`src/rtl/upsizer_pkg.sv`:
```
`default_nettype none
// ============================================================================
// Module      : upsizer_pkg
// Description : Shared types, group ratio and round-robin helper for the
//               upsizer arbiter.
// Revision    : 1.0 - initial release
// ============================================================================
package upsizer_pkg;

    typedef enum logic [1:0] {
        IDLE  = 2'd0,
        GRANT = 2'd1,
        FLUSH = 2'd2
    } state_t;

    localparam int RATIO   = 4;
    localparam int MAX_REQ = 8;

    // First requester at or after last+1 (modulo num_req); returns last when none is set.
    function automatic logic [2:0] rr_pick(
        input logic [MAX_REQ-1:0] req,
        input logic [2:0]         last,
        input int                 num_req
    );
        logic [2:0] pick;
        logic       found;
        int         idx;
        pick  = last;
        found = 1'b0;
        for (int i = 1; i <= MAX_REQ; i++) begin
            idx = (int'(last) + i) % num_req;
            if (!found && (i <= num_req) && req[idx]) begin
                pick  = idx[2:0];
                found = 1'b1;
            end
        end
        return pick;
    endfunction

endpackage
`default_nettype wire

```
`src/rtl/upsizer_rr_arb.sv`:
```
`default_nettype none
// ============================================================================
// Module      : upsizer_rr_arb
// Description : Combinational round-robin picker with its last-grant register.
// Revision    : 1.0 - initial release
// ============================================================================
module upsizer_rr_arb
    import upsizer_pkg::*;
#(
    parameter int NUM_REQ = 3
) (
    input  logic                       clk,
    input  logic                       rstn,
    input  logic [NUM_REQ-1:0]         req,
    input  logic                       advance,
    output logic [$clog2(NUM_REQ)-1:0] pick
);

    localparam int c_id_w = $clog2(NUM_REQ);

    logic [c_id_w-1:0]  r_last_grant;
    logic [MAX_REQ-1:0] w_req_ext;
    logic [2:0]         w_pick_ext;

    assign w_req_ext  = MAX_REQ'(req);
    assign w_pick_ext = rr_pick(w_req_ext, 3'(r_last_grant), NUM_REQ);
    assign pick       = c_id_w'(w_pick_ext);

    // Reset value makes requester 0 the first candidate after reset.
    always_ff @(posedge clk or negedge rstn) begin
        if (!rstn) begin
            r_last_grant <= c_id_w'(NUM_REQ - 1);
        end else if (advance) begin
            r_last_grant <= pick;
        end
    end

endmodule
`default_nettype wire

```
`src/rtl/upsizer_arbiter.sv`:
```
`default_nettype none
// ============================================================================
// Module      : upsizer_arbiter
// Description : Grants one requester a whole RATIO-beat group of a shared 4:1
//               upsizer, reports group ownership and checks upsizer out_en.
//               Optional stall flush: UPSZ_ARB_STALL_FLUSH_EN.
// Revision    : 1.0 - initial release
// ============================================================================
module upsizer_arbiter
    import upsizer_pkg::*;
#(
    parameter int NUM_REQ        = 3,
    parameter int INP_DATA_WIDTH = 32,
    parameter int DATA_OUT_WIDTH = 128,
    parameter int STALL_TIMEOUT  = 16
) (
    input  logic                              clk,
    input  logic                              rstn,
    input  logic [NUM_REQ-1:0]                req_valid,
    input  logic [NUM_REQ*INP_DATA_WIDTH*8-1:0] req_data,
    output logic [NUM_REQ-1:0]                req_ready,
    output logic                              up_valid_in,
    output logic [INP_DATA_WIDTH*8-1:0]       up_inp_data,
    input  logic                              up_out_en,
    output logic                              grp_done,
    output logic [$clog2(NUM_REQ)-1:0]        grp_owner,
    output logic                              busy,
    output logic                              seq_err
`ifdef UPSZ_ARB_STALL_FLUSH_EN
    ,
    output logic                              stall_flush
`endif
);

    localparam int c_beat_w = INP_DATA_WIDTH * 8;
    localparam int c_id_w   = $clog2(NUM_REQ);
    localparam int c_ratio  = DATA_OUT_WIDTH / INP_DATA_WIDTH;
    localparam int c_cnt_w  = $clog2(c_ratio);
    localparam logic [c_cnt_w-1:0] c_last_beat = c_cnt_w'(c_ratio - 1);

    state_t              r_state;
    state_t              w_state_next;
    logic [c_cnt_w-1:0]  r_beat_cnt;
    logic [c_id_w-1:0]   r_owner;
    logic [c_id_w-1:0]   w_pick;
    logic                r_grp_done;
    logic [c_id_w-1:0]   r_grp_owner;
    logic                r_seq_err;
    logic                w_advance;
    logic                w_accept;
    logic                w_final;
    logic                w_owner_valid;
    logic [c_beat_w-1:0] w_owner_data;

    assign w_owner_valid = req_valid[r_owner];
    assign w_owner_data  = req_data[int'(r_owner)*c_beat_w +: c_beat_w];

    upsizer_rr_arb #(
        .NUM_REQ (NUM_REQ)
    ) u_rr_arb (
        .clk     (clk),
        .rstn    (rstn),
        .req     (req_valid),
        .advance (w_advance),
        .pick    (w_pick)
    );

`ifdef UPSZ_ARB_STALL_FLUSH_EN
    localparam int c_stall_w = $clog2(STALL_TIMEOUT + 1);

    logic [c_stall_w-1:0] r_stall_cnt;
    logic                 r_stall_flush;
    logic                 w_stall_idle;
    logic                 w_stall_hit;

    // Only a partially filled group can stall; an untouched grant just waits.
    assign w_stall_idle = (r_state == GRANT) && (r_beat_cnt != '0) && !w_owner_valid;
    assign w_stall_hit  = w_stall_idle && (r_stall_cnt == c_stall_w'(STALL_TIMEOUT - 1));
    assign stall_flush  = r_stall_flush;

    always_ff @(posedge clk or negedge rstn) begin
        if (!rstn) begin
            r_stall_cnt   <= '0;
            r_stall_flush <= 1'b0;
        end else begin
            r_stall_cnt   <= (w_stall_idle && !w_stall_hit) ? r_stall_cnt + 1'b1 : '0;
            r_stall_flush <= (r_state == FLUSH) && w_final;
        end
    end
`endif

    always_comb begin
        w_state_next = r_state;
        w_advance    = 1'b0;
        w_accept     = 1'b0;
        w_final      = 1'b0;
        req_ready    = '0;
        up_valid_in  = 1'b0;
        up_inp_data  = '0;
        case (r_state)
            IDLE: begin
                if (|req_valid) begin
                    w_advance    = 1'b1;
                    w_state_next = GRANT;
                end
            end
            GRANT: begin
                req_ready[r_owner] = 1'b1;
                up_valid_in        = w_owner_valid;
                up_inp_data        = w_owner_valid ? w_owner_data : '0;
                w_accept           = w_owner_valid;
                w_final            = w_owner_valid && (r_beat_cnt == c_last_beat);
                if (w_final) begin
                    w_state_next = IDLE;
                end
`ifdef UPSZ_ARB_STALL_FLUSH_EN
                else if (w_stall_hit) begin
                    w_state_next = FLUSH;
                end
`endif
            end
`ifdef UPSZ_ARB_STALL_FLUSH_EN
            FLUSH: begin
                up_valid_in = 1'b1;
                w_accept    = 1'b1;
                w_final     = (r_beat_cnt == c_last_beat);
                if (w_final) begin
                    w_state_next = IDLE;
                end
            end
`endif
            default: w_state_next = IDLE;
        endcase
    end

    always_ff @(posedge clk or negedge rstn) begin
        if (!rstn) begin
            r_state     <= IDLE;
            r_beat_cnt  <= '0;
            r_owner     <= '0;
            r_grp_done  <= 1'b0;
            r_grp_owner <= '0;
            r_seq_err   <= 1'b0;
        end else begin
            r_state    <= w_state_next;
            r_grp_done <= w_final;
            r_seq_err  <= r_seq_err | (up_out_en != w_final);
            if (w_advance) begin
                r_owner <= w_pick;
            end
            if (w_accept) begin
                r_beat_cnt <= w_final ? '0 : r_beat_cnt + 1'b1;
            end
            if (w_final) begin
                r_grp_owner <= r_owner;
            end
        end
    end

    assign grp_done  = r_grp_done;
    assign grp_owner = r_grp_owner;
    assign seq_err   = r_seq_err;
    assign busy      = (r_state != IDLE);

endmodule
`default_nettype wire

```
`config.mk`:
```
export PLATFORM = sky130hd
export DESIGN_NAME = upsizer_arbiter
export DESIGN_NICKNAME = d
export VERILOG_FILES = /design/src/rtl/upsizer_pkg.sv /design/src/rtl/upsizer_rr_arb.sv /design/src/rtl/upsizer_arbiter.sv
export SDC_FILE = /design/constraint.sdc
export NUM_CORES = 1
export LEC_CHECK = 0
export CORE_AREA = 2 2 409 411
export CTS_BUF_LIST = sky130_fd_sc_hd__clkbuf_4 sky130_fd_sc_hd__clkbuf_8
export DETAILED_ROUTE_END_ITERATION = 10
export DIE_AREA = 0 0 411 413
export PLACE_DENSITY = 0.3
export SYNTH_ARGS = -nofsm -noshare
export SYNTH_HDL_FRONTEND = slang
export SYNTH_SLANG_ARGS = --single-unit
```
`constraint.sdc`:
```
create_clock -name clk -period 3.2 [get_ports clk]
set_clock_uncertainty 0.05 [all_clocks]
set_input_delay 0.64 -clock clk [delete_from_list [all_inputs] [get_ports clk]]
set_output_delay 0.64 -clock clk [all_outputs]
set_load 0.02 [all_outputs]
```
==> impl_metrics.json <==
{
  "outcome": "finished clean",
  "gp_congestion": 0.909,
  "core_um2": 166000,
  "period_minus_slack_ns": 3.18,
  "cts_tree": "built",
  "cap_violations": 0,
  "gr-usage-met3": 0.0458,
  "rows": 150,
  "drive_gt1_frac": 0.139,
  "clock_sinks": 10,
  "r2r_end": "u_rr_arb.r_last_grant[1]",
  "ir_worst_vdd_uv": 350,
  "switchingPower_uw": 10100,
  "dieWidth_um": 411,
  "grt_pass1_wl_mm": 150,
  "dieArea_um2": 170000,
  "clk_latency_ns": 0.24,
  "ys_types": 36,
  "syn-num-nets": 2003,
  "avgSynthCellArea_um2": 5.83,
  "chipHeight_um": 413,
  "critical_path_class": "flip-flop to output port",
  "synth_area_leader_cell": "mux2i_1",
  "htreeDepth": 1,
  "pwr-share-clk": 0.009,
  "r2r_slack_ns": 0.65,
  "power_uw": 17400,
  "layout.nets": 3062,
  "rsz0062_at_grt": "true",
  "drv_slew": 0,
  "worst_slack_ns": 0.0197,
  "path_max_fanout": 24,
  "cts_inserted_buffers": 3,
  "vias_per_cell": 2.99,
  "initial_core_util": 0.0429,
  "grt-ovfl-total": 0,
  "hpwl_mm": 113,
  "antenna_found_initial": 104,
  "mostFrequentLayoutCells": "clkdlybuf4s50_1, nor2_1, mux2i_1",
  "hold_class": "flip-flop to flip-flop",
  "setup_viol": 0,
  "synth.top_cells.by_area": "mux2i_1, nor2_1, a21oi_1",
  "dr.pass1.iters": 5,
  "routed_wl_mm": 124,
  "cts_buffer_depth": 2,
  "gr-max-usage-layer": "met2",
  "min_to": "seq_err",
  "relSlewSlack": 0.552,
  "use_met1": 0.171,
  "cp-end-kind": "output port",
  "internal_power_uw": 7310,
  "min_path_cells": 1,
  "yosys.area.top_type_share": 0.365,
  "ctsHoldBuffers": 0,
  "area_growth_pct": 210,
  "cp.required_ns": 2.51,
  "start_kind": "flip-flop",
  "max_freq_ghz": 0.314,
  "tns_ns": 0,
  "finalHoldViolCount": 0,
  "clk_pin_slew_worst_paths_ns": 0.05,
  "grt_use_met2": 0.230,
  "drc_errors": 0,
  "grt_pass1_vias": 13300,
  "dp_slack_ns": -0.279,
  "arrival_ns": 2.49,
  "min-delay-start": "seq_err",
  "ys_ff_latch": 10,
  "dpl-instance-area_um2": 21700,
  "mappedNetlistArea_um2": 7110,
  "reg2regPathDepth": 8,
  "vias": 13400,
  "fin_area_um2": 22000,
  "fin_crit_sh": 0.994,
  "ant_nets": 0,
  "io_buffer_count": 1038,
  "r2r_start": "r_owner[0]",
  "grt_max_degree": 92,
  "track_usage": 0.136,
  "p_sw_frac": 0.580,
  "cts-root-buf": "clkbuf_8",
  "initialDrtViolationCount": 693,
  "p_leak_uw": 0.00851,
  "worst_pin_slew_ns": 0.672,
  "pwr-share-seq": 0.015,
  "synthCells": 1220,
  "p_per_area_nw_per_um2": 790,
  "comb_power_share": 0.975,
  "final_common_cell": "clkdlybuf4s50_1",
  "synth_warnings": 0,
  "wl_per_cell_um": 27.6,
  "io_pins": 1039,
  "yosysSeqAreaShare": 0.0354,
  "hold_ws_ns": 0.434
}
==> how the worst max path moves through the flow <==
stage	end	cells after the start	startpoint	slack (ns)
after floorplan	up_inp_data[100]	6	req_valid[2]	0.91
after global placement	up_inp_data[189]	8	r_owner[1]	-0.33
after detailed placement	up_inp_data[189]	8	r_owner[1]	-0.28
after CTS	up_inp_data[194]	8	r_owner[1]	0.008
after global routing	up_inp_data[119]	10	req_valid[0]	-0.02
final	up_inp_data[211]	9	r_owner[0]	0.02
==> kinds of logic (layout without fill, tap and decap cells) <==
group | count (synthesis) | count (layout) | synth area share
and+or+nand+nor | 543 | 543 | 0.292
AOI/OAI and AO/OA | 277 | 277 | 0.202
other | 0 | 14 | 0
xor gates and xnor gates | 1 | 1 | 0.00123
adders and majority gates | 9 | 9 | 0.0158
muxes | 260 | 260 | 0.366
buffers and inverters | 120 | 1178 | 0.0880
DFF | 10 | 10 | 0.0354
==> metrics by stage <==
stage                      util  cells
after floorplan               -   1220
after global placement    0.131   4472
after detailed placement  0.131   4472
after CTS                 0.132   4480
after global routing      0.133   4485
final                     0.133   4496
==> timing repair <==
item,in CTS,in global routing
endpoints found under the setup margin,146,39
buffers inserted,2,0
gates resized for setup,132,28
gates cloned,2,2
==> per-layer routing <==
layer / routed length [µm] / vias up
met5: 453 / -
met4: 1860 / 72
met3: 10700 / 175
met1: 52300 / 6295
met2: 58700 / 645
li1: - / 6252
==> power by group through the flow <==
stage	clock network [µW]	logic [µW]	registers [µW]
floorplan	0	7000	232
global placement	0	17400	283
detailed placement	0	17300	281
CTS	167	17200	272
global route	170	18000	279
finish	162	16900	267
==> critical path: stages, from the launching register on <==
cell       delay (ns)
dfrtp_4          0.57
inv_1            0.14
nor2_4           0.07
buf_12           0.14
buf_12           0.17
bufbuf_16        0.32
a21oi_1          0.43
nor2_1           0.08
buf_4            0.16
buf_12           0.13
==> registers in the layout (all words and copies together) (netlist names) <==
name / cells
grp_owner: 2
r_state: 1
seq_err: 1
u_rr_arb.r_last_grant: 1
r_beat_cnt: 2
grp_done: 1
r_owner: 2
==> final cells by class <==
class / count / area, µm²
timing repair buffer: 1169 / 12500
inverter: 5 / 18.8
antenna: 14 / 35.0
fill: 19400 / 144000
tap: 2204 / 2760
sequential: 10 / 259
clock buffer: 4 / 55.1
multi-input combinational: 1090 / 6380
==> synthesized netlist by cell type (all sizes together) <==
master and n:
o22a 1, o31ai 3, o21a 1, and2 1, nand4b 1, buf 87, and3 1, nor3 4
a21o 1, nand2b 4, o21ai 6, mux2i 259, and3b 1, a21oi 260, o22ai 1, nand2 12
clkbuf 28, o211ai 1, dfstp 1, mux2 1, nand4 1, ha 9, nor2 516, or3 1
inv 5, xor2 1, a221o 1, dfrtp 9, a31oi 1, or2 1, o2bb2ai 1
No activity file was read; power rests on OpenSTA's default activity.
